$ cat config.mk
export PLATFORM = sky130hd
export DESIGN_NAME = stage_controller
export DESIGN_NICKNAME = d
export VERILOG_FILES = /design/src/rtl/stage_controller.sv
export SDC_FILE = /design/constraint.sdc
export NUM_CORES = 1
export LEC_CHECK = 0
export ABC_AREA = 0
export BUFFER_PORTS_ARGS = -buffer_cell sky130_fd_sc_hd__buf_4
export CORE_MARGIN = 4
export CORE_UTILIZATION = 42
export DETAILED_ROUTE_END_ITERATION = 12
export GPL_TIMING_DRIVEN = 1
export HOLD_SLACK_MARGIN = 0.12
export PLACE_DENSITY = 0.69
export SETUP_SLACK_MARGIN = 0.4
export SLEW_MARGIN = 10
export SYNTH_ARGS = -nofsm -noshare
export SYNTH_HDL_FRONTEND = slang
export SYNTH_SLANG_ARGS = --single-unit
$ cat constraint.sdc
create_clock -name clk -period 2.3 [get_ports clk]
set_input_delay 0.23 -clock clk [delete_from_list [all_inputs] [get_ports clk]]
set_output_delay 0.23 -clock clk [all_outputs]
set_load 0.03 [all_outputs]
$ cat src/rtl/stage_controller.sv
// Round sequencer for a PU array: steps LOAD -> GROW -> MERGE (repeat) -> PEELING -> RESULT,
// using a per-state pipe-delay blanking window and an all-idle settle count to end MERGE/PEELING.
//
// state          | meaning
// S_IDLE         | waiting for start; round results held
// S_LOAD         | measurement loading, one cycle
// S_GROW         | grow broadcast, one cycle, counted
// S_MERGE        | wait for PUs to settle, then grow again or peel
// S_PEEL         | wait for PUs to settle, then report
// S_RESULT       | one-cycle result_valid pulse
module stage_controller #(
  parameter int PU_COUNT    = 16,
  parameter int STAGE_WIDTH = 3,
  parameter int MAX_GROW    = 15,
  parameter int PIPE_DELAY  = 3,
  parameter int SETTLE      = 2
) (
  input  logic                   clk,
  input  logic                   reset,
  input  logic                   start,
  input  logic [PU_COUNT-1:0]    busy,
  input  logic [PU_COUNT-1:0]    odd,
  output logic [STAGE_WIDTH-1:0] global_stage,
  output logic                   result_valid,
  output logic [3:0]             grow_count,
  output logic [15:0]            cycle_count,
  output logic                   grow_overflow
);

  localparam int WAIT_W = $clog2(PIPE_DELAY + 2);
  localparam int SET_W  = $clog2(SETTLE + 2);

  typedef enum logic [STAGE_WIDTH-1:0] {
    S_IDLE   = STAGE_WIDTH'(0),
    S_LOAD   = STAGE_WIDTH'(1),
    S_GROW   = STAGE_WIDTH'(2),
    S_MERGE  = STAGE_WIDTH'(3),
    S_PEEL   = STAGE_WIDTH'(4),
    S_RESULT = STAGE_WIDTH'(5)
  } state_t;

  state_t            state_q, state_d;
  logic [WAIT_W-1:0] wait_q, wait_d;
  logic [SET_W-1:0]  settle_q, settle_d;
  logic [3:0]        grow_q, grow_d;
  logic [15:0]       cyc_q, cyc_d;
  logic              ovf_q, ovf_d;
  logic              rv_q;
  logic              settled;
  logic              any_odd;

  assign any_odd = |odd;

  always_comb begin
    state_d  = state_q;
    wait_d   = wait_q;
    settle_d = settle_q;
    grow_d   = grow_q;
    cyc_d    = cyc_q;
    ovf_d    = ovf_q;
    settled  = 1'b0;

    if (state_q != S_IDLE && cyc_q != 16'hFFFF) cyc_d = cyc_q + 16'd1;

    // busy is blanked while in-flight PU work from the previous stage drains
    if (state_q == S_MERGE || state_q == S_PEEL) begin
      if (wait_q < WAIT_W'(PIPE_DELAY)) begin
        wait_d = wait_q + WAIT_W'(1);
      end else if (|busy) begin
        settle_d = '0;
      end else begin
        settle_d = settle_q + SET_W'(1);
        settled  = (settle_d == SET_W'(SETTLE));
      end
    end

    case (state_q)
      S_IDLE: begin
        if (start) begin
          state_d = S_LOAD;
          grow_d  = '0;
          cyc_d   = '0;
          ovf_d   = 1'b0;
        end
      end
      S_LOAD: begin
        state_d = S_GROW;
        grow_d  = grow_q + 4'd1;
      end
      S_GROW: state_d = S_MERGE;
      S_MERGE: begin
        if (settled) begin
          if (any_odd && grow_q < 4'(MAX_GROW)) begin
            state_d = S_GROW;
            grow_d  = grow_q + 4'd1;
          end else begin
            state_d = S_PEEL;
            if (any_odd && grow_q == 4'(MAX_GROW)) ovf_d = 1'b1;
          end
        end
      end
      S_PEEL:   if (settled) state_d = S_RESULT;
      S_RESULT: state_d = S_IDLE;
      default:  state_d = S_IDLE;
    endcase

    if (state_d != state_q) begin
      wait_d   = '0;
      settle_d = '0;
    end
  end

  always_ff @(posedge clk or negedge reset) begin
    if (!reset) begin
      state_q  <= S_IDLE;
      wait_q   <= '0;
      settle_q <= '0;
      grow_q   <= '0;
      cyc_q    <= '0;
      ovf_q    <= 1'b0;
      rv_q     <= 1'b0;
    end else begin
      state_q  <= state_d;
      wait_q   <= wait_d;
      settle_q <= settle_d;
      grow_q   <= grow_d;
      cyc_q    <= cyc_d;
      ovf_q    <= ovf_d;
      rv_q     <= (state_d == S_RESULT);
    end
  end

  assign global_stage  = state_q;
  assign result_valid  = rv_q;
  assign grow_count    = grow_q;
  assign cycle_count   = cyc_q;
  assign grow_overflow = ovf_q;

endmodule

==> results.toml <==
[yosys]
synth_fp_nets = 213
avgSynthCellArea_um2 = 9.56
synth.distinct_cells = 43
synth_flop_cell = "dfrtp_1"
yosysTopAreaCellShare_pct = 45.1
ys_async_sr_fraction_pct = 100
netlist_instances = 174
ys_top_cells_by_area = "dfrtp_1, xnor2_1, nor2_1, nor4_1, nand2_1"
synth_top_area_cell = "dfrtp_1"
ys_seq_area_share_pct = 45.1
synthTopCellsByCount = "dfrtp_1, nor2_1, nand2_1"
synth_seq_cells = 30
synth-edff-count = 0
yosys_warnings = 0
synth.most_common_cell = "dfrtp_1"
syn_area_mm2 = 0.00166

[clock_tree]
cts.clk_slew.worst_paths_ns = 0.06
clk_path_buf_depth = 2
cts-htree-levels = 2
cts.sinks = 30
insertion_delay_ns = 0.28
numCtsBuffers = 5
cts-root-buf = "clkbuf_8"
cts_tree = "done"

[place]
gp_congestion = 0.774
dp_hpwl_um = 3210
io_buffers = 59

[worst_setup_path]
critical_path_class = "reg -> reg"
cp.arrival_ns = 2.00
startpoint_type = "register"
worstPathMaxFanout = 6
worstPathRequired_ns = 2.46
r2r_cells = 6
endpoint_kind = "register"

[power]
pwr_density_cell_mw_per_mm2 = 425
vdd_drop_max_v = 0.000333
leakage_nw = 1.07

[global_route]
grt_start_max_net_pins = 31
grt-ovfl-total = 0
antenna_found_initial = 0
grt_pass1_vias = 1509
grt_usage_pct = 17.9
grt_pass1_wl_um = 7220

[detailed_routing]
antenna_left = 0
drc = 0
firstDrtPassIters = 4
drt_iter0_markers = 93
vias = 1568
vias_per_cell = 5.35
wirelength_um = 4270
wl_per_cell_um = 14.6

[finish]
syn_to_final_growth_pct = 39.2
nets = 283
fillers = 367
fin_util_pct = 61.8
drive_gt1_share_pct = 33.5
antenna_cells = 0

[run_status]
status = "finished, final reports clean"

[worst_hold_path]
min_path_type = "in -> reg"
min_path_cells = 2

[sta]
fin_crit_ns = 1.84
finalSetupViolations = 0
relSlewSlack_pct = 67.4
max_clock_freq_ghz = 0.544
fin_crit_sh_pct = 79.9
drv_slew = 0
tightest_slew_ns = 0.489
hold_viol = 0
fin_skew_ns = 0.00482
setup_tns_ns = 0
rsz0062_at_grt = "no"

[floorplanning]
die_width_um = 70.9
die_h_um = 70.9
core_area_mm2 = 0.00374
placementRows = 22
io_pins = 60
die_area_mm2 = 0.00503
start_util_pct = 44.4

[job]
drv_cap = 0
==> layout make-up <==
class | instances | area, um2 | share of cell area [%]
timing repair buffer | 67 | 505 | 21.8
inverter | 3 | 11.3 | 0.486
tap | 48 | 60.1 | 2.59
multi-input combinational | 137 | 903 | 39.0
clock buffer | 8 | 80.1 | 3.46
sequential | 30 | 754 | 32.6
==> final timing paths <==
| kind | slack, ns | end | start |
|---|---|---|---|
| setup / recovery | 0.46 | cycle_count[15] | cycle_count[1] |
| hold / removal | 0.21 | global_stage[0] | start |
| setup reg to reg | 0.46 | cycle_count[15] | cycle_count[1] |
| hold reg to reg | 0.50 | grow_overflow | grow_overflow |
| max in group asynchronous | 1.57 | cycle_count[0] | reset |
| min in group asynchronous | 0.42 | grow_overflow | reset |
==> layout by cell type, fill, tap and decap left out, drive strengths merged, types with 3 or more instances in the layout <==
cell and instances:
buf 66, dfrtp 30, nor2 20, nand2 17, nor4 13, xnor2 10, a21oi 9, nor3 8
clkbuf 8, o21ai 7, nand3 6, mux2i 5, nand4 4, ha 4, inv 3, and2 3
nor4b 3
==> worst max-delay path: stages (launching register included) <==
cell and delay (ns):
dfrtp_2 0.44, ha_4 0.17, and3_4 0.19, nor4b_1 0.14, buf_4 0.15, or4_1 0.48
mux2i_1 0.13
==> kinds of logic (layout without fill, tap and decap cells) <==
kind of cell / after synthesis / count (layout) / share of synthesized area (%)
flops: 30 / 30 / 45.1
fa+ha+maj: 4 / 4 / 3.01
xor+xnor: 10 / 10 / 5.27
compound gates: 32 / 32 / 12.9
mux: 5 / 5 / 3.01
buf+inv: 7 / 78 / 1.96
simple gates: 86 / 86 / 28.7
==> sequential cells by signal, indices dropped and copies added, names as in the netlist <==
name,flops
grow_overflow,1
wait_q,3
cycle_count,16
result_valid,1
settle_q,2
global_stage,3
grow_count,4
==> routing by layer <==
metal	share of wire (%)	track usage, %	vias to the layer above
met3	3.3	3.84	6
met4	1.2	6.26	0
met2	49	27.7	23
met1	46	24.8	751
li1	-	-	788
met5	0	0	-
==> through the flow <==
stage               setup WS, ns  power [mW]  hold WS, ns  cells  cell area (um2)
detailed placement         0.405       0.596        0.185    279             2170
finish                     0.461       0.983        0.214    293             2310
global placement           0.437       0.595        0.186    279             2170
global route               0.400        1.02        0.219    293             2310
CTS                        0.411       0.997        0.210    289             2270
floorplan                  0.413       0.540      -0.0656    174             1680
==> where the power goes <==
group,switching [mW],internal [mW]
clock network,0.182,0.214
logic,0.0198,0.0388
registers,0.00000206,0.528
==> repair_timing <==
action,CTS,global route
setup buffers,1,4
hold endpoints to repair,30,0
gates resized for setup,0,4
hold buffers,1,0
pin swaps,0,2
endpoints found under the setup margin,1,3
(Power assumes the default switching activity.)
